### config.mk
export PLATFORM = sky130hd
export DESIGN_NAME = mem_access_unit
export DESIGN_NICKNAME = d
export VERILOG_FILES = /design/src/rtl/mem_access_unit.sv
export SDC_FILE = /design/constraint.sdc
export NUM_CORES = 1
export LEC_CHECK = 0
export CAP_MARGIN = 40
export CELL_PAD_IN_SITES_DETAIL_PLACEMENT = 0
export CELL_PAD_IN_SITES_GLOBAL_PLACEMENT = 1
export CORE_UTILIZATION = 35
export CTS_CLUSTER_DIAMETER = 100
export DETAILED_ROUTE_END_ITERATION = 16
export HOLD_SLACK_MARGIN = 0.06
export PLACE_DENSITY_LB_ADDON = 0.1
export RECOVER_POWER = 25
export SYNTH_ARGS = -nofsm -noshare
export SYNTH_HDL_FRONTEND = slang
export SYNTH_SLANG_ARGS = --single-unit
### constraint.sdc
create_clock -name clk -period 7.3 [get_ports clk]
set_input_delay 0.73 -clock clk [delete_from_list [all_inputs] [get_ports clk]]
set_output_delay 0.73 -clock clk [all_outputs]
set_load 0.005 [all_outputs]
### src/rtl/mem_access_unit.sv
// -----------------------------------------------------------------------------
// mem_access_unit
//
// Purpose:
//   Memory stage between execute and writeback. It accepts one ALU_kick_up
//   token and returns exactly one MEM_kick_up token. In between it runs a
//   sized data-memory access: byte, half, word or double. It drives lane
//   strobes and lane-replicated store data, sign/zero-extends loads and waits
//   on a memory-ready handshake. Misaligned accesses are faulted without
//   touching memory.
//
// Parameters:
//   XLEN           data width, 32 or 64
//   ADDR_W         address width
//   TIMEOUT_CYCLES ready-wait limit (only with MEM_TIMEOUT_EN)
//
// Optional feature (macro MEM_TIMEOUT_EN):
//   When defined, a WRITE/READ that sees no Data_mem_ready within
//   TIMEOUT_CYCLES cycles is aborted and completes with Bus_error=1.
//   When undefined, the unit waits forever and Bus_error is tied to 0.
//
// Ports:
//   clk, reset                 clock, asynchronous active-low reset
//   ALU_result                 effective address
//   ALU_kick_up                one-cycle token from execute
//   Write_data                 store data
//   Controller_memwrite/read   store / load instruction
//   Controller_funct3          access size [1:0] and unsigned flag [2]
//   Data_mem_write_*           write request, aligned address, data, strobes
//   Data_mem_read_*            read request, aligned address, return data
//   Data_mem_ready             memory completed the current request
//   Load_data                  extended load result (held between loads)
//   Misaligned, Bus_error      fault flags, valid with MEM_kick_up
//   MEM_kick_up                one-cycle completion token
// -----------------------------------------------------------------------------
module mem_access_unit #(
    parameter int XLEN           = 32,
    parameter int ADDR_W         = 32,
    parameter int TIMEOUT_CYCLES = 16
) (
    input  logic                clk,
    input  logic                reset,
    input  logic [ADDR_W-1:0]   ALU_result,
    input  logic                ALU_kick_up,
    input  logic [XLEN-1:0]     Write_data,
    input  logic                Controller_memwrite,
    input  logic                Controller_memread,
    input  logic [2:0]          Controller_funct3,
    output logic                Data_mem_write_enable,
    output logic [ADDR_W-1:0]   Data_mem_write_addr,
    output logic [XLEN-1:0]     Data_mem_write_data,
    output logic [XLEN/8-1:0]   Data_mem_write_strb,
    output logic                Data_mem_read_enable,
    output logic [ADDR_W-1:0]   Data_mem_read_addr,
    input  logic [XLEN-1:0]     Data_mem_read_data,
    input  logic                Data_mem_ready,
    output logic [XLEN-1:0]     Load_data,
    output logic                Misaligned,
    output logic                Bus_error,
    output logic                MEM_kick_up
);

    localparam int NB   = XLEN / 8;
    localparam int OFFW = $clog2(NB);

    typedef enum logic [1:0] {
        IDLE  = 2'd0,
        WRITE = 2'd1,
        READ  = 2'd2,
        DONE  = 2'd3
    } state_t;

    state_t              state_q, state_d;
    logic [ADDR_W-1:0]   addr_q, addr_d;
    logic [XLEN-1:0]     wdata_q, wdata_d;
    logic [2:0]          funct3_q, funct3_d;
    logic                fault_q, fault_d;
    logic [XLEN-1:0]     load_q, load_d;
    logic                kickOut_q, kickOut_d;
    logic                misOut_q, misOut_d;

    logic                faultIn;
    logic [OFFW-1:0]     offset;
    logic [3:0]          nBytes;
    logic [NB-1:0]       sizeMask;
    logic [NB-1:0]       laneStrb;
    logic [XLEN-1:0]     laneData;
    logic [XLEN-1:0]     readShifted;
    logic [XLEN-1:0]     readExtended;
    logic [ADDR_W-1:0]   alignedAddr;

`ifdef MEM_TIMEOUT_EN
    localparam int CNTW = $clog2(TIMEOUT_CYCLES + 1);

    logic [CNTW-1:0]     waitCnt_q, waitCnt_d;
    logic                busErr_q, busErr_d;
    logic                busErrOut_q, busErrOut_d;
    logic                timeoutHit;

    // The counter is zero in the first cycle of WRITE/READ, so the request is
    // visible for exactly TIMEOUT_CYCLES cycles before the abort edge.
    assign timeoutHit = (waitCnt_q == CNTW'(TIMEOUT_CYCLES - 1));

    // Timeout bookkeeping registers; cleared by reset like the rest of the FSM.
    always_ff @(posedge clk or negedge reset) begin
        if (!reset) begin
            waitCnt_q   <= '0;
            busErr_q    <= 1'b0;
            busErrOut_q <= 1'b0;
        end else begin
            waitCnt_q   <= waitCnt_d;
            busErr_q    <= busErr_d;
            busErrOut_q <= busErrOut_d;
        end
    end
`endif

    // Alignment fault check on the incoming request. A double access is
    // always a fault on a 32-bit datapath.
    always_comb begin
        faultIn = 1'b0;
        unique case (Controller_funct3[1:0])
            2'b01:   faultIn = ALU_result[0];
            2'b10:   faultIn = |ALU_result[1:0];
            2'b11:   faultIn = (|ALU_result[2:0]) || (XLEN == 32);
            default: faultIn = 1'b0;
        endcase
    end

    // Lane geometry of the latched access.
    assign offset      = addr_q[OFFW-1:0];
    assign nBytes      = 4'd1 << funct3_q[1:0];
    assign alignedAddr = {addr_q[ADDR_W-1:OFFW], {OFFW{1'b0}}};

    // Strobe is a size-wide mask moved up to the addressed byte. Store data
    // repeats the low size bytes across every lane. The access is aligned,
    // so each lane picks byte (lane mod size).
    always_comb begin
        sizeMask = '0;
        laneData = '0;
        for (int i = 0; i < NB; i++) begin
            int lane;
            sizeMask[i] = (i < int'(nBytes));
            lane = i & (int'(nBytes) - 1);
            laneData[8*i +: 8] = wdata_q[8*lane +: 8];
        end
        laneStrb = sizeMask << offset;
    end

    // Move the addressed lane down to bit 0, then extend it by size. The
    // width casts of signed values perform the sign extension.
    always_comb begin
        readShifted  = Data_mem_read_data >> {offset, 3'b000};
        readExtended = readShifted;
        unique case (funct3_q[1:0])
            2'b00:   readExtended = funct3_q[2] ? XLEN'(readShifted[7:0])
                                                : XLEN'($signed(readShifted[7:0]));
            2'b01:   readExtended = funct3_q[2] ? XLEN'(readShifted[15:0])
                                                : XLEN'($signed(readShifted[15:0]));
            2'b10:   readExtended = funct3_q[2] ? XLEN'(readShifted[31:0])
                                                : XLEN'($signed(readShifted[31:0]));
            default: readExtended = readShifted;
        endcase
    end

    // State and datapath registers. Reset abandons any access in flight.
    always_ff @(posedge clk or negedge reset) begin
        if (!reset) begin
            state_q   <= IDLE;
            addr_q    <= '0;
            wdata_q   <= '0;
            funct3_q  <= '0;
            fault_q   <= 1'b0;
            load_q    <= '0;
            kickOut_q <= 1'b0;
            misOut_q  <= 1'b0;
        end else begin
            state_q   <= state_d;
            addr_q    <= addr_d;
            wdata_q   <= wdata_d;
            funct3_q  <= funct3_d;
            fault_q   <= fault_d;
            load_q    <= load_d;
            kickOut_q <= kickOut_d;
            misOut_q  <= misOut_d;
        end
    end

    // Next-state logic. Faults win over everything, and a store wins over a
    // load. An instruction without a memory access goes straight to DONE.
    // The completion token and flags are registered out of DONE.
    always_comb begin
        state_d   = state_q;
        addr_d    = addr_q;
        wdata_d   = wdata_q;
        funct3_d  = funct3_q;
        fault_d   = fault_q;
        load_d    = load_q;
        kickOut_d = 1'b0;
        misOut_d  = 1'b0;
`ifdef MEM_TIMEOUT_EN
        waitCnt_d   = waitCnt_q;
        busErr_d    = busErr_q;
        busErrOut_d = 1'b0;
`endif
        unique case (state_q)
            IDLE: begin
                if (ALU_kick_up) begin
                    addr_d   = ALU_result;
                    wdata_d  = Write_data;
                    funct3_d = Controller_funct3;
                    fault_d  = faultIn & (Controller_memread | Controller_memwrite);
`ifdef MEM_TIMEOUT_EN
                    waitCnt_d = '0;
                    busErr_d  = 1'b0;
`endif
                    if (faultIn && (Controller_memread || Controller_memwrite)) begin
                        state_d = DONE;
                        if (Controller_memread && !Controller_memwrite) begin
                            load_d = '0;
                        end
                    end else if (Controller_memwrite) begin
                        state_d = WRITE;
                    end else if (Controller_memread) begin
                        state_d = READ;
                    end else begin
                        state_d = DONE;
                    end
                end
            end
            WRITE: begin
                if (Data_mem_ready) begin
                    state_d = DONE;
                end
`ifdef MEM_TIMEOUT_EN
                else if (timeoutHit) begin
                    state_d  = DONE;
                    busErr_d = 1'b1;
                end else begin
                    waitCnt_d = waitCnt_q + 1'b1;
                end
`endif
            end
            READ: begin
                if (Data_mem_ready) begin
                    load_d  = readExtended;
                    state_d = DONE;
                end
`ifdef MEM_TIMEOUT_EN
                else if (timeoutHit) begin
                    load_d   = '0;
                    state_d  = DONE;
                    busErr_d = 1'b1;
                end else begin
                    waitCnt_d = waitCnt_q + 1'b1;
                end
`endif
            end
            DONE: begin
                state_d   = IDLE;
                kickOut_d = 1'b1;
                misOut_d  = fault_q;
`ifdef MEM_TIMEOUT_EN
                busErrOut_d = busErr_q;
`endif
            end
            default: state_d = IDLE;
        endcase
    end

    // Request outputs follow the state directly, so they drop on the same
    // edge that samples Data_mem_ready. They read as zero when idle.
    always_comb begin
        Data_mem_write_enable = (state_q == WRITE);
        Data_mem_write_addr   = (state_q == WRITE) ? alignedAddr : '0;
        Data_mem_write_data   = (state_q == WRITE) ? laneData    : '0;
        Data_mem_write_strb   = (state_q == WRITE) ? laneStrb    : '0;
        Data_mem_read_enable  = (state_q == READ);
        Data_mem_read_addr    = (state_q == READ)  ? alignedAddr : '0;
        Load_data             = load_q;
        Misaligned            = misOut_q;
        MEM_kick_up           = kickOut_q;
`ifdef MEM_TIMEOUT_EN
        Bus_error             = busErrOut_q;
`else
        Bus_error             = 1'b0;
`endif
    end

endmodule
After elaboration in Yosys (flattened, before gate mapping)
Index checks and enable logic that the tools add are counted.
- register bits: 104
- output and inout bits: 137
- add/sub/neg operators: 1
- order comparisons: 4
- equality and inequality tests: 12
- shift operators: 6
- multiplexer cells: 21
- bitwise operators: 2
- reductions and logical operators: 12
- operators with widths (kind ; number):
    32-bit 2-to-1 mux ; 9
    32-bit case mux with 2 select lines ; 2
    32-bit by 6-bit variable part select with 8-bit output ; 2
    32-bit by 5-bit variable part select with 8-bit output ; 1
    32-bit by 5-bit >> shifter with 32-bit output ; 1
    2-bit == test (second input constant) ; 4
    1-bit by 4-bit < comparator with 1-bit output (first input constant) ; 2
    2-bit by 4-bit < comparator with 1-bit output (first input constant) ; 2
    2-bit 2-to-1 mux ; 4
    2-bit by 1-bit == test with 1-bit output (second input constant) ; 3
    2-bit inequality test (second input constant) ; 3
    2-bit case mux with 3 select lines ; 1
    5-bit AND reduction ; 1
    2-bit zero test ; 2
    4-bit 2-to-1 mux ; 1
    2-bit by 1-bit inequality test with 1-bit output (second input constant) ; 2
    2-bit AND reduction ; 2
    2-bit OR reduction ; 2
    1-bit by 2-bit left shift with 4-bit output (first input constant) ; 1
    4-bit by 2-bit left shift with 4-bit output ; 1
    1-bit 2-to-1 mux ; 3
    1-bit case mux with 3 select lines ; 1
    1-bit logical AND ; 2
    2-bit nonzero test ; 1
    5 further kinds ; 5

Logic depth before layout (Yosys ltp)
- depth after elaboration: 6
- mapped depth: 10
- mapped depth without buffers: 6

Worst setup path after synthesis
OpenSTA, ideal clock, no wires.
- kind: register to output
- start: register funct3_q[0]
- end: output Data_mem_write_data[22]
- arrival: 2.093 ns
- data required time: 6.570 ns
- setup slack: 4.477 ns
- stages on the path, launching flop included: 10
- buffers on the path: 5
- cells stage by stage: dfrtp_1 > buf_6 > or2_1 > buf_2 > buf_4 > ha_1 > clkbuf_1 > buf_2 > mux2i_1 > nor2b_1
- word-level cells in the longest chain between the ends: 4
- RTL lines (element ; RTL line ; source):
    from (decl) ; 76 ; logic [2:0] funct3_q, funct3_d;
    from (signal assigned) ; 181 ; funct3_q <= funct3_d;
    1-bit by 2-bit left shift with 4-bit output ; 132 ; assign nBytes = 4'd1 << funct3_q[1:0];
    2-bit by 1-bit subtractor with 2-bit output ; 144 ; lane = i & (int'(nBytes) - 1);
    32-bit by 6-bit variable part select with 8-bit output ; 145 ; laneData[8*i +: 8] = wdata_q[8*lane +: 8];
    32-bit 2-to-1 mux ; 276 ; Data_mem_write_data = (state_q == WRITE) ? laneData : '0;
    to (decl) ; 51 ; output logic [XLEN-1:0] Data_mem_write_data,
No other way between the ends.

Worst setup path after layout
- start: register funct3_q[0]
- end: output Data_mem_write_data[26]
The elaborated chain is that of the path after synthesis.

==> impl_metrics.env <==
export IMPL_status="finished with violations"
export IMPL_failed_checks="capacitance limit, slew limit"
export IMPL_drc=0
export IMPL_grt_max_degree=56
export IMPL_min_path_type="reg -> reg"
export IMPL_die_x_microns=130.9
export IMPL_final_cell_area_sq_mm=0.008591
export IMPL_rows=46
export IMPL_final_setup_viol_count=0
export IMPL_root_buffer="clkbuf_16"
export IMPL_routed_wirelength_microns=16740
export IMPL_min_period_ns=3.982
export IMPL_startpoint="funct3_q[0]"
export IMPL_ant_nets=0
export IMPL_reg2reg_depth=6
export IMPL_worst_pin_slew_ns=1.577
export IMPL_min_path_cells=1
export IMPL_ir_drop_uv=204.3
export IMPL_gp_congestion=0.8259
export IMPL_antenna_found_initial=0
export IMPL_total_power_w=0.003594
export IMPL_syn_to_final_growth_pct=47.62
export IMPL_numCtsBuffers=9
export IMPL_cpMaxStageDelayCell="ha_1"
export IMPL_htreeDepth=3
export IMPL_stdcell_count=956
export IMPL_hpwl_microns=12350
export IMPL_die_h_microns=130.9
export IMPL_overflow=0
export IMPL_setup_tns_ns=0
export IMPL_grt_pass1_wl_microns=25620
export IMPL_insertion_delay_ns=0.35
export IMPL_cp_arrival_ns=3.25
export IMPL_synthTopCellsByArea="dfrtp_1 45%, mux2_2 13%, and2_1 7.5%"
export IMPL_cpPeakStageDelay_ns=0.62
export IMPL_wl_per_cell_microns=17.51
export IMPL_ys_ff_latch=104
export IMPL_synth_top_area_share=0.4472
export IMPL_viasPerCell=5.035
export IMPL_ios=242
export IMPL_cts_tree="yes"
export IMPL_slew_viol_final=30
export IMPL_synth_area_sq_mm=0.005819
export IMPL_utilization=0.5350
export IMPL_synth_seq_area_share=0.4472
export IMPL_ctsLongestPathBuffers=2
export IMPL_cp_cell_sequence="or2_1 > ha_1 > nand2b_1 > o2bb2ai_1 > clkdlybuf4s50_1"
export IMPL_place_area_sq_mm=0.008292
export IMPL_core_area_sq_mm=0.01606
export IMPL_rrSetupSlack_ns=4.56
export IMPL_drt_iter0_markers=156
export IMPL_crit_required_ns=6.57
export IMPL_io_buffer_count=236
export IMPL_avgSynthCellArea_sq_um=11.11
export IMPL_regArea_sq_mm=0.002603
export IMPL_synth_main_ff_cell="dfrtp_1"
export IMPL_hold_buffers=0
export IMPL_num_fill_cells=1411
export IMPL_start_util=0.3624
export IMPL_dieArea_sq_mm=0.01715
export IMPL_rsz0062_at_grt="no"
export IMPL_synthArstFlopShare=1.000
export IMPL_synth_edf_count=0
export IMPL_fin_crit_sh=0.5454
export IMPL_p_leak_nw=3.518
export IMPL_num_vias=4813
export IMPL_dp_cells=940
export IMPL_synth_cell_type_count=50
export IMPL_cp_start_kind="flip-flop"
export IMPL_fmax_mhz=251.2
export IMPL_synth_warnings=0
export IMPL_clk_pin_slew_worst_paths_ns=0.07
export IMPL_yosysTopAreaCell="dfrtp_1"
export IMPL_dr_pass1_iters=6
export IMPL_diodes=0
export IMPL_multiInputGateArea_sq_mm=0.002917
export IMPL_drive_above_1_share=0.1473
export IMPL_grtUsageTotal=0.1966
export IMPL_r2r_end="Load_data[19]"
export IMPL_hold_violations=0
export IMPL_powerDensity_mw_per_mm2=418.4
export IMPL_worstSetupEndpoint="Data_mem_write_data[26]"
export IMPL_timing_rr_start="funct3_q[0]"
export IMPL_finClkSkew_ns=0.006834
export IMPL_cts_setup_buffers=0
export IMPL_cts_resized=0
export IMPL_nNetsFinal=846
export IMPL_grt_pass1_vias=4753
export IMPL_worstSetupPathType="reg -> out"
export IMPL_relSlewSlack=-0.05136
export IMPL_crit_path_end_kind="output pin"
export IMPL_syn_inst=524
export IMPL_maxCapViolations=1
export IMPL_cts_sinks=104
export IMPL_crit_fanout=17
## cells by family (layout without fill, tap and decap cells)
kind of cell               count (synthesis)  after routing  share of synthesized area
and+or+nand+nor                          159            159                     0.1550
DFF                                      104            104                     0.4472
muxes                                    102            102                     0.1920
AOI/OAI and AO/OA                         96             96                     0.1363
buffers and inverters                     56            268                    0.05590
adders and majority gates                  6              6                    0.01290
other                                      1              5                  0.0006444
## cells in the final DEF, fill, tap and decap left out, types with 2 or more instances in the layout
cell type | synthesis | layout
and3_1 | 2 | 2
clkdlybuf4s50_1 | 0 | 235
a32o_1 | 23 | 23
a21boi_0 | 4 | 4
o21ai_0 | 18 | 18
inv_1 | 6 | 6
clkinv_2 | 1 | 2
buf_4 | 13 | 5
nand2b_1 | 4 | 4
nand2_1 | 41 | 41
a21boi_2 | 4 | 4
a21oi_1 | 3 | 3
nand3b_1 | 4 | 4
clkbuf_1 | 17 | 2
buf_16 | 0 | 2
a2bb2oi_1 | 8 | 8
nor2_1 | 6 | 6
conb_1 | 1 | 5
nor2b_1 | 19 | 19
a211o_1 | 8 | 8
o31ai_1 | 2 | 2
and2_1 | 70 | 68
clkinvlp_4 | 0 | 2
nor3_1 | 2 | 2
ha_1 | 6 | 5
a22o_1 | 9 | 9
clkbuf_16 | 0 | 9
o2bb2ai_1 | 9 | 8
dfrtp_1 | 104 | 104
mux2i_1 | 34 | 34
mux2_2 | 67 | 67
## per-stage QoR
step                      setup slack (ns)  hold WS [ns]
final                                3.318        0.4924
after global routing                 3.079        0.5043
after CTS                            3.254        0.3025
after detailed placement             3.664        0.4805
after global placement               3.715        0.4743
after floorplan                      4.477        0.4344
## how the worst min path moves through the flow
| stage | from | end | slack, ns |
|---|---|---|---|
| 2_1_floorplan | reset | Load_data[0] | 0.43 |
| 3_3_place_gp | Load_data[4] | Load_data[4] | 0.47 |
| 3_5_place_dp | Load_data[5] | Load_data[5] | 0.48 |
| 4_1_cts | reset | addr_q[24] | 0.30 |
| 5_1_grt | Load_data[26] | Load_data[26] | 0.50 |
| 6_report | Load_data[5] | Load_data[5] | 0.49 |
## synthesized netlist by cell type, types with 7 or more instances
| cell | instances |
|---|---|
| a211o_1 | 8 |
| a22o_1 | 9 |
| a2bb2oi_1 | 8 |
| a32o_1 | 23 |
| and2_1 | 70 |
| buf_2 | 10 |
| buf_4 | 13 |
| buf_6 | 7 |
| clkbuf_1 | 17 |
| dfrtp_1 | 104 |
| mux2_2 | 67 |
| mux2i_1 | 34 |
| nand2_1 | 41 |
| nor2b_1 | 19 |
| o21ai_0 | 18 |
| o2bb2ai_1 | 9 |
## worst max-delay path, delay by kind of cell (launching register included)
kind,cells,cell delay [ns]
compound gates,1,0.27
fa+ha+maj,1,0.62
buf+inv,1,0.53
flops,1,0.50
simple gates,2,0.98
## state kept, by name (all words and copies together), names as in the netlist
register and count:
Load_data 32, MEM_kick_up 1, Misaligned 1, addr_q 32
fault_q 1, funct3_q 3, state_q 2, wdata_q 32
## final cells by class
class | count | share of cell area
multi-input combinational | 368 | 0.3395
timing repair buffer | 245 | 0.2872
inverter | 7 | 0.003204
clock inverter | 6 | 0.007865
tap | 216 | 0.03146
sequential | 104 | 0.3029
clock buffer | 10 | 0.02782
## per-layer routing
layer  vias to the layer above  part of all wire  GRT usage
met3                        21             0.080    0.06270
met5                         -                 0          0
met4                         0             0.015    0.05950
li1                       2274                 -          -
met2                       168              0.48     0.3159
met1                      2350              0.42     0.2521
## report_power, final
part,leakage (nW),total [W],switching (W),internal (W)
registers,1.28,0.00106,0.000208,0.000855
clock network,0.145,0.000494,0.000217,0.000277
logic,2.09,0.00204,0.000865,0.00117
Note: power is estimated with default switching activity, not from simulation.
